===== src/rtl/serial_rr_scheduler_if.sv =====
// Requester-side and serial-link-side signals of serial_rr_scheduler, grouped into one bundle.
// The scheduler connects through the slave modport; producers and the link sink use master.
interface serial_rr_scheduler_if #(
  parameter int NUM_REQ = 4,
  parameter int DATA_W  = 4
);
  localparam int IDX_W = $clog2(NUM_REQ);

  logic [NUM_REQ-1:0]        req_i;
  logic [NUM_REQ*DATA_W-1:0] data_i;
  logic [NUM_REQ-1:0]        gnt_o;
  logic                      serial_o;
  logic                      valid_o;
  logic [IDX_W-1:0]          src_o;
  logic                      last_o;
  logic                      empty_o;

  modport slave (
    input  req_i, data_i,
    output gnt_o, serial_o, valid_o, src_o, last_o, empty_o
  );

  modport master (
    output req_i, data_i,
    input  gnt_o, serial_o, valid_o, src_o, last_o, empty_o
  );
endinterface


===== src/rtl/serial_rr_scheduler.sv =====
// Round-robin arbiter feeding one LSB-first parallel-to-serial engine shared by NUM_REQ requesters.
// Optional feature macro: SERIAL_PARITY_EN appends an even-parity bit to every frame.
module serial_rr_scheduler #(
  parameter int NUM_REQ = 4,
  parameter int DATA_W  = 4
) (
  input  logic                 clk,
  input  logic                 reset,
  serial_rr_scheduler_if.slave bus
);
  localparam int IDX_W = $clog2(NUM_REQ);
`ifdef SERIAL_PARITY_EN
  localparam int FRAME_LEN = DATA_W + 1;
`else
  localparam int FRAME_LEN = DATA_W;
`endif
  localparam int CNT_W = $clog2(FRAME_LEN + 1);

  localparam logic [0:0] ST_IDLE  = 1'b0;
  localparam logic [0:0] ST_SHIFT = 1'b1;

  logic [0:0]           state_q, state_d;
  logic [FRAME_LEN-1:0] shreg_q, shreg_d;
  logic [CNT_W-1:0]     cnt_q, cnt_d;
  logic [IDX_W-1:0]     ptr_q, ptr_d;
  logic [IDX_W-1:0]     src_q, src_d;
  logic                 serial_q, valid_q, last_q, empty_q;

  logic                 last_bit_s, win_open_s, found_s, grant_s;
  logic [IDX_W-1:0]     cand_s, win_s;
  logic [NUM_REQ-1:0]   gnt_s;
  logic [DATA_W-1:0]    words_s [NUM_REQ];
  logic [DATA_W-1:0]    word_s;
  logic [FRAME_LEN-1:0] frame_s;

`ifdef SERIAL_PARITY_EN
  function automatic logic parity_f(input logic [DATA_W-1:0] w);
    return ^w;
  endfunction
`endif

  assign last_bit_s = (state_q == ST_SHIFT) && (cnt_q == CNT_W'(FRAME_LEN - 1));
  assign win_open_s = (state_q == ST_IDLE) || last_bit_s;
  assign grant_s    = |gnt_s;

  // Unpack the flat data bus into one word per requester.
  always_comb begin
    for (int k = 0; k < NUM_REQ; k++) begin
      words_s[k] = bus.data_i[k*DATA_W +: DATA_W];
    end
  end

  // Round-robin search starting just after the last winner; grants are held off while in reset.
  always_comb begin
    gnt_s   = '0;
    win_s   = '0;
    cand_s  = '0;
    found_s = 1'b0;
    for (int i = 1; i <= NUM_REQ; i++) begin
      cand_s = IDX_W'((int'(ptr_q) + i) % NUM_REQ);
      if (!found_s && bus.req_i[cand_s]) begin
        found_s = 1'b1;
        win_s   = cand_s;
      end else begin
        found_s = found_s;
      end
    end
    if (win_open_s && found_s && !reset) begin
      gnt_s[win_s] = 1'b1;
    end else begin
      gnt_s = '0;
    end
  end

  assign word_s = words_s[win_s];
`ifdef SERIAL_PARITY_EN
  assign frame_s = {parity_f(word_s), word_s};
`else
  assign frame_s = word_s;
`endif

  // Next-state: a grant always (re)loads the engine, even on the last bit of a running frame.
  always_comb begin
    state_d = state_q;
    shreg_d = shreg_q;
    cnt_d   = cnt_q;
    ptr_d   = ptr_q;
    src_d   = src_q;
    if (grant_s) begin
      state_d = ST_SHIFT;
      shreg_d = frame_s;
      cnt_d   = '0;
      ptr_d   = win_s;
      src_d   = win_s;
    end else if (state_q == ST_SHIFT) begin
      if (last_bit_s) begin
        state_d = ST_IDLE;
        shreg_d = '0;
        cnt_d   = '0;
      end else begin
        shreg_d = shreg_q >> 1;
        cnt_d   = cnt_q + CNT_W'(1);
      end
    end else begin
      state_d = ST_IDLE;
    end
  end

  // State and registered link outputs, the latter derived from the next state.
  always_ff @(posedge clk or posedge reset) begin
    if (reset) begin
      state_q  <= ST_IDLE;
      shreg_q  <= '0;
      cnt_q    <= '0;
      ptr_q    <= IDX_W'(NUM_REQ - 1);
      src_q    <= '0;
      serial_q <= 1'b0;
      valid_q  <= 1'b0;
      last_q   <= 1'b0;
      empty_q  <= 1'b1;
    end else begin
      state_q  <= state_d;
      shreg_q  <= shreg_d;
      cnt_q    <= cnt_d;
      ptr_q    <= ptr_d;
      src_q    <= src_d;
      serial_q <= (state_d == ST_SHIFT) & shreg_d[0];
      valid_q  <= (state_d == ST_SHIFT);
      last_q   <= (state_d == ST_SHIFT) && (cnt_d == CNT_W'(FRAME_LEN - 1));
      empty_q  <= (state_d != ST_SHIFT);
    end
  end

  assign bus.gnt_o    = gnt_s;
  assign bus.serial_o = serial_q;
  assign bus.valid_o  = valid_q;
  assign bus.src_o    = src_q;
  assign bus.last_o   = last_q;
  assign bus.empty_o  = empty_q;

endmodule


===== src/flat_wrapper.sv =====
// flat-port wrapper written by rule: the top's interface ports become plain ports
module serial_rr_scheduler_flat 
#(
  parameter int NUM_REQ = 4,
  parameter int DATA_W  = 4
)
  (clk, reset, bus_req_i, bus_data_i, bus_gnt_o, bus_serial_o, bus_valid_o, bus_src_o, bus_last_o, bus_empty_o);
  serial_rr_scheduler_if #(.NUM_REQ(NUM_REQ), .DATA_W(DATA_W)) bus_i ();
  input  logic clk;
  input  logic reset;
  input wire logic [$bits(bus_i.req_i)-1:0] bus_req_i;
  input wire logic [$bits(bus_i.data_i)-1:0] bus_data_i;
  output wire logic [$bits(bus_i.gnt_o)-1:0] bus_gnt_o;
  output wire logic [$bits(bus_i.serial_o)-1:0] bus_serial_o;
  output wire logic [$bits(bus_i.valid_o)-1:0] bus_valid_o;
  output wire logic [$bits(bus_i.src_o)-1:0] bus_src_o;
  output wire logic [$bits(bus_i.last_o)-1:0] bus_last_o;
  output wire logic [$bits(bus_i.empty_o)-1:0] bus_empty_o;
  assign bus_i.req_i = bus_req_i;
  assign bus_i.data_i = bus_data_i;
  assign bus_gnt_o = bus_i.gnt_o;
  assign bus_serial_o = bus_i.serial_o;
  assign bus_valid_o = bus_i.valid_o;
  assign bus_src_o = bus_i.src_o;
  assign bus_last_o = bus_i.last_o;
  assign bus_empty_o = bus_i.empty_o;
  serial_rr_scheduler #(.NUM_REQ(NUM_REQ), .DATA_W(DATA_W)) u_core (.clk(clk), .reset(reset), .bus(bus_i));
endmodule

===== config.mk =====
export PLATFORM = sky130hd
export DESIGN_NAME = serial_rr_scheduler_flat
export DESIGN_NICKNAME = d
export VERILOG_FILES = /design/src/rtl/serial_rr_scheduler_if.sv /design/src/rtl/serial_rr_scheduler.sv /design/src/flat_wrapper.sv
export SDC_FILE = /design/constraint.sdc
export NUM_CORES = 1
export LEC_CHECK = 0
export ABC_CLOCK_PERIOD_IN_PS = 2700
export CORE_ASPECT_RATIO = 1.4
export CORE_MARGIN = 1
export CORE_UTILIZATION = 45
export DETAILED_ROUTE_END_ITERATION = 12
export PLACE_DENSITY_LB_ADDON = 0.3
export SLEW_MARGIN = 20
export SYNTH_ARGS = -nofsm -noshare
export SYNTH_HDL_FRONTEND = slang
export SYNTH_SLANG_ARGS = --single-unit

===== constraint.sdc =====
create_clock -name clk -period 2.7 [get_ports clk]
set_input_delay 0.54 -clock clk [delete_from_list [all_inputs] [get_ports clk]]
set_output_delay 0.54 -clock clk [all_outputs]
set_load 0.005 [all_outputs]

; Word level (Yosys, flattened, before mapping)
; Index checks and enable logic that the tools add are counted.
[op_classes]
order_cmp = 7
n_addsub = 5
n_eq_ne = 2
reduce_logical = 15
bitwise_logic = 4
n_mux = 31
[op_table]
columns = op, count
row1 = 2-to-1 mux 4 bit, 5
row2 = "less-than comparator 2 x 3 -> 1 bit, second input constant", 5
row3 = 2-to-1 mux 1 bit, 12
row4 = 2-to-1 mux 3 bit, 4
row5 = binary-select mux 1 bit (select 2 bit), 4
row6 = binary-select mux 4 bit (select 2 bit), 1
row7 = logical AND 1 bit, 8
row8 = 2-to-1 mux 2 bit, 4
row9 = "== test 3 x 2 -> 1 bit, second input constant", 2
row10 = "adder 2 x 1 -> 2 bit, second input constant", 2
row11 = "adder 2 bit, second input constant", 2
row12 = zero test 1 bit, 4
row13 = OR reduction 4 bit, 1
row14 = "adder 3 x 1 -> 3 bit, second input constant", 1
row15 = "greater-or-equal comparator 3 bit, second input constant", 1
row16 = inverter 2 -> 3 bit, 1
row17 = demux 1 bit (select 2 bit), 1
row18 = "greater-or-equal comparator 2 x 1 -> 1 bit, second input constant", 1
row19 = inverter 1 bit, 2
row20 = nonzero test 2 bit, 1
row21 = bitwise AND 1 bit, 1
row22 = logical OR 1 bit, 1
[totals]
regBits = 15
output_inout_bits = 10
wordCells = 73
inputBits = 22

; Depth between registers and ports, before layout
[depth]
word_depth = 22
depth_mapped = 6
depth_no_buf = 6

; Least setup slack after synthesis
; OpenSTA, ideal clock, no wires.
[synth_timing]
path_type = reg-to-output
start = reg u_core.ptr_q[1]
end = out bus_gnt_o[0]
stages_incl_launch_ff = 6
required_time_ns = 2.160
t_arrival_ns = 1.426
setup_slack_ns = 0.734
path_buffers = 1
path_cell_list = dfstp_2 -> buf_4 -> mux2i_2 -> o21ai_4 -> nor2_4 -> and3_1
[synth_between]
elab_chain_len = 18
elab_cells_between_ends = 34
classes_between = add/sub: 4 / order compare: 2 / mux: 19 / reduce/logical: 9
[synth_lines]
columns = item, line
row1 = "start, declared", serial_rr_scheduler.sv:25  ; logic [IDX_W-1:0] ptr_q, ptr_d;
row2 = "start signal, assigned", serial_rr_scheduler.sv:115  ; ptr_q <= IDX_W'(NUM_REQ - 1);
row3 = "start signal, assigned", serial_rr_scheduler.sv:125  ; ptr_q <= ptr_d;
row4 = adder 2 x 1 -> 2 bit, serial_rr_scheduler.sv:60  ; cand_s = IDX_W'((int'(ptr_q) + i) % NUM_REQ);
row5 = binary-select mux 1 bit (select 2 bit), serial_rr_scheduler.sv:61  ; if (!found_s && bus.req_i[cand_s]) begin
row6 = 2-to-1 mux 1 bit (implied by the code), serial_rr_scheduler.sv:61
row7 = 2-to-1 mux 1 bit, serial_rr_scheduler.sv:61
row8 = zero test 1 bit, serial_rr_scheduler.sv:61
row9 = logical AND 1 bit, serial_rr_scheduler.sv:61
row10 = 2-to-1 mux 1 bit, serial_rr_scheduler.sv:61
row11 = zero test 1 bit, serial_rr_scheduler.sv:61
row12 = (+2 left out), -
row13 = zero test 1 bit, serial_rr_scheduler.sv:61
row14 = logical AND 1 bit, serial_rr_scheduler.sv:61
row15 = 2-to-1 mux 2 bit, serial_rr_scheduler.sv:61
row16 = less-than comparator 2 x 3 -> 1 bit (implied by the code) or greater-or-equal comparator 2 x 1 -> 1 bit (tied branches), serial_rr_scheduler.sv:69  ; gnt_s[win_s] = 1'b1;
row17 = logical AND 1 bit (implied by the code), serial_rr_scheduler.sv:69
row18 = 2-to-1 mux 1 bit (implied by the code), serial_rr_scheduler.sv:69
row19 = demux 1 bit (select 2 bit), -
row20 = 2-to-1 mux 4 bit *, serial_rr_scheduler.sv:68  ; if (win_open_s && found_s && !reset) begin
row21 = "end, declared", flat_wrapper.sv:13  ; output wire logic [$bits(bus_i.gnt_o)-1:0] bus_gnt_o;
; Mark *: on every way between the ends. The rest lies on a longest branch, timed or not. The select of a mux whose other input is x is not followed.

; Worst setup path after layout
[layout_timing]
start = reg u_core.ptr_q[1]
end = out bus_gnt_o[1]
; Same word-level chain as after synthesis.

==> results.md <==
* Sequential fraction of design power at 0.315
* Clock Path Buffers at 2
* Unique masters post-synth at 41
* Predominant post-synthesis flop cell: dfrtp_1
* Post-Syn Instances at 100
* Synth Area in Compound Gates at 0.336
* Place WS at -0.211 ns
* Post-route cell area at 0.00148 mm^2
* Nets@finish at 172
* Post-DP Area at 0.00141 mm^2
* CORE AREA at 0.00202 mm^2
* VDD IR max at 0.571 mV
* Final Setup Violations at 0
* TritonCTS Buffers at 3
* Clk_lat worst skew at 0.29 ns
* GRT Util Overall at 0.197
* Post-synth ARST share at 1.00
* Synthesis-to-finish area growth at 50.1%
* Clock Pin Slew Worst Setup and Hold Paths at 0.08 ns
* Post-synth EDFFs at 0
* GP Congestion at 0.853
* Final std cells w/o fill at 169
* Max Freq at 382 MHz
* Area taken by multi-input logic gates at 618 um^2
* Effective utilization at floorplan at 0.488
* Post-Route Skew at 0.00382 ns
* Worst slew pin tran at 0.489 ns
* Fillers at 151
* DR WL/cell at 13.2 um
* Post-DP HPWL at 1810 um
* Die area at 0.00238 mm^2
* Die height at 57.4 um
* Clock share of power at 0.122
* Initial drt markers at 15
* Number of diodes at 0
* Clock period minus worst slack at 2.62 ns
* Synth Area in Adders at 0.0127
* Min-delay worst type: flop to flop
* Synth Area in XOR/XNOR at 0
* Worst r2r src: u_core.ptr_q[1]$_DFFE_PP1P_
* Antenna-violating nets left at 0
* Pwr dens at 843 mW/mm^2
* Commonest cells post-synth: dfrtp_1, nand2_1, nand3_1, inv_1, nor2_1
* Fin crit share at 0.970
* Switch share at 0.378
* Top cell type's share of synthesized area at 0.279
* Cts hold-fix bufs at 0
* Worst Setup End Kind: output port
* Clock Sink Count at 14
* Ratio of cells with drive above 1 in the final layout at 0.284
* H-tree Lvls at 1
* Number of global-route vias before repair at 894
* Yosys top cell by area: dfrtp_1
* Setup WS post-layout at 0.0815 ns
* LEAKAGE at 0.706 nW
* Netlist Area Pre-Place at 986 um^2
* Crit start category: flop
* Pin count of the biggest net entering global routing at 15
* Num rows at 19
* Internal power at 0.000776 W
* Worst Path Max Fanout at 7
* Number of vias per cell at 5.63
* Status: completed
* Max Cap Viol at 0
* Mux cell area share after synthesis at 0.0140
* Port Buffer Count at 31
* FF+latch count, synth at 14
* Synth Area in Simple Gates at 0.244
* Die Span X at 41.6 um
* Crit path kind: flop to output port
* First-pass GRT wire length at 3590 um
* Final Hold Fails at 0
* Combinational cell fraction of total power at 0.563
* CP required at 2.16 ns
* Count leader, synth: dfrtp_1
* Top-Level Pins at 32
* CTS tree: yes
* Synth warn at 0
* Final Util at 0.733
* Sequential cell area at 354 um^2
* Area contributors post-synth: dfrtp_1, dfstp_2, a2111oi_4
* Post-Synthesis Net Count at 123
* Largest family of logic cells by synthesized area: compound AO/OA/AOI/OAI gates
* Clock Tree Root: clkbuf_4
* Vias post-DR at 952
* Hold_sp: u_core.shreg_q[3]$_DFFE_PP0P_
* Drt total wl at 2240 um
* First-pass DRT Iterations at 4
* Post-synthesis sequential area ratio at 0.359
* Dpl cells at 163
* Slew HR at 0.674
* Antenna violations before repair at 0
* DRC viols at 0
* Synthesized area per cell at 9.86 um^2
* CP Launch Point: u_core.ptr_q[1]$_DFFE_PP1P_
* Slew Viols, Final at 0
* Gr ovfl total at 0
* Sw power at 0.000472 W
* Crit path DAT at 2.08 ns
[cells in the final DEF (no fill, tap or decap), types with 2 or more instances in the layout]
cell and n:
nor2_2 2, nor3_1 2, dfrtp_1 11, and2_1 4, nand3_1 7, a2111oi_4 2
o21ai_0 4, a21o_1 2, inv_1 6, a21oi_1 5, and3_1 5, dfstp_2 3
clkdlybuf4s50_1 24, nand2_1 7, nor2_1 6, buf_4 15, o21ai_2 2, dlygate4sd2_1 2
clkbuf_4 3, a31o_1 3, o211a_1 2, a31oi_1 2, dlymetal6s2s_1 3, nand3b_1 2
[power by group through the flow]
stage | sequential (W) | combinational [W] | clock [W]
after floorplan | 0.000360 | 0.000441 | 0
after global placement | 0.000389 | 0.000664 | 0
after detailed placement | 0.000394 | 0.000678 | 0
after CTS | 0.000390 | 0.000687 | 0.000158
after global routing | 0.000408 | 0.000770 | 0.000164
final | 0.000393 | 0.000703 | 0.000152
[cell type report]
type                    instances  share of cell area
repair buffers                 46               0.286
flip-flops and latches         14               0.239
inverters                       6              0.0152
well taps                      21              0.0178
clock buffers                   4              0.0245
multi-input cells              78               0.418
[final timing paths]
kind,endpoint,slack [ns],cells after the start
min in group asynchronous,u_core.bus.serial_o$_DFF_PP0_,0.69,2
max,bus_gnt_o[1],0.08,4
max reg2reg,u_core.shreg_q[2]$_DFFE_PP0P_,0.85,6
min,u_core.shreg_q[3]$_DFFE_PP0P_,0.48,2
max in group asynchronous,u_core.ptr_q[0]$_DFFE_PP1P_,1.66,2
min reg2reg,u_core.shreg_q[3]$_DFFE_PP0P_,0.48,2
[what timing repair did]
item,4_1_cts,5_1_grt
endpoints found under the setup margin,4,4
buffers inserted,1,1
pin swaps,1,1
gates resized for setup,4,9
[worst max-delay path, cell delays in order, from the launching register on]
cell,delay (ns)
dfstp_2,0.65
nand2_1,0.14
o211a_1,0.26
nor3_1,0.19
clkdlybuf4s50_1,0.54
[layer usage]
metal  GRT usage  routed length, um
met1       0.216                921
met2       0.359               1180
met3      0.0127                 76
met4       0.124                 61
met5           0                  0
[flip-flops by register name, indices dropped and copies added, names as in the netlist]
register	cells
u_core.bus.serial_o	1
u_core.bus.src_o	2
u_core.bus.last_o	1
u_core.state_q	1
u_core.shreg_q	3
u_core.cnt_q	3
u_core.bus.empty_o	1
u_core.ptr_q	2
[stage by stage]
step / setup TNS [ns] / hold slack, ns / power [W]
2_1_floorplan: 0 / 0.427 / 0.000801
3_3_place_gp: -0.634 / 0.467 / 0.00105
3_5_place_dp: -0.754 / 0.466 / 0.00107
4_1_cts: 0 / 0.486 / 0.00124
5_1_grt: -0.0389 / 0.512 / 0.00134
6_report: 0 / 0.485 / 0.00125
[kinds of logic (layout without fill, tap and decap cells)]
logic type                 count (synthesis)  count (layout)
muxes                                      1               1
and+or+nand+nor                           42              42
AOI/OAI and AO/OA                         34              34
adders and majority gates                  1               1
DFF                                       14              14
buffers and inverters                      8              56
Note: power is estimated with default switching activity, not from simulation.
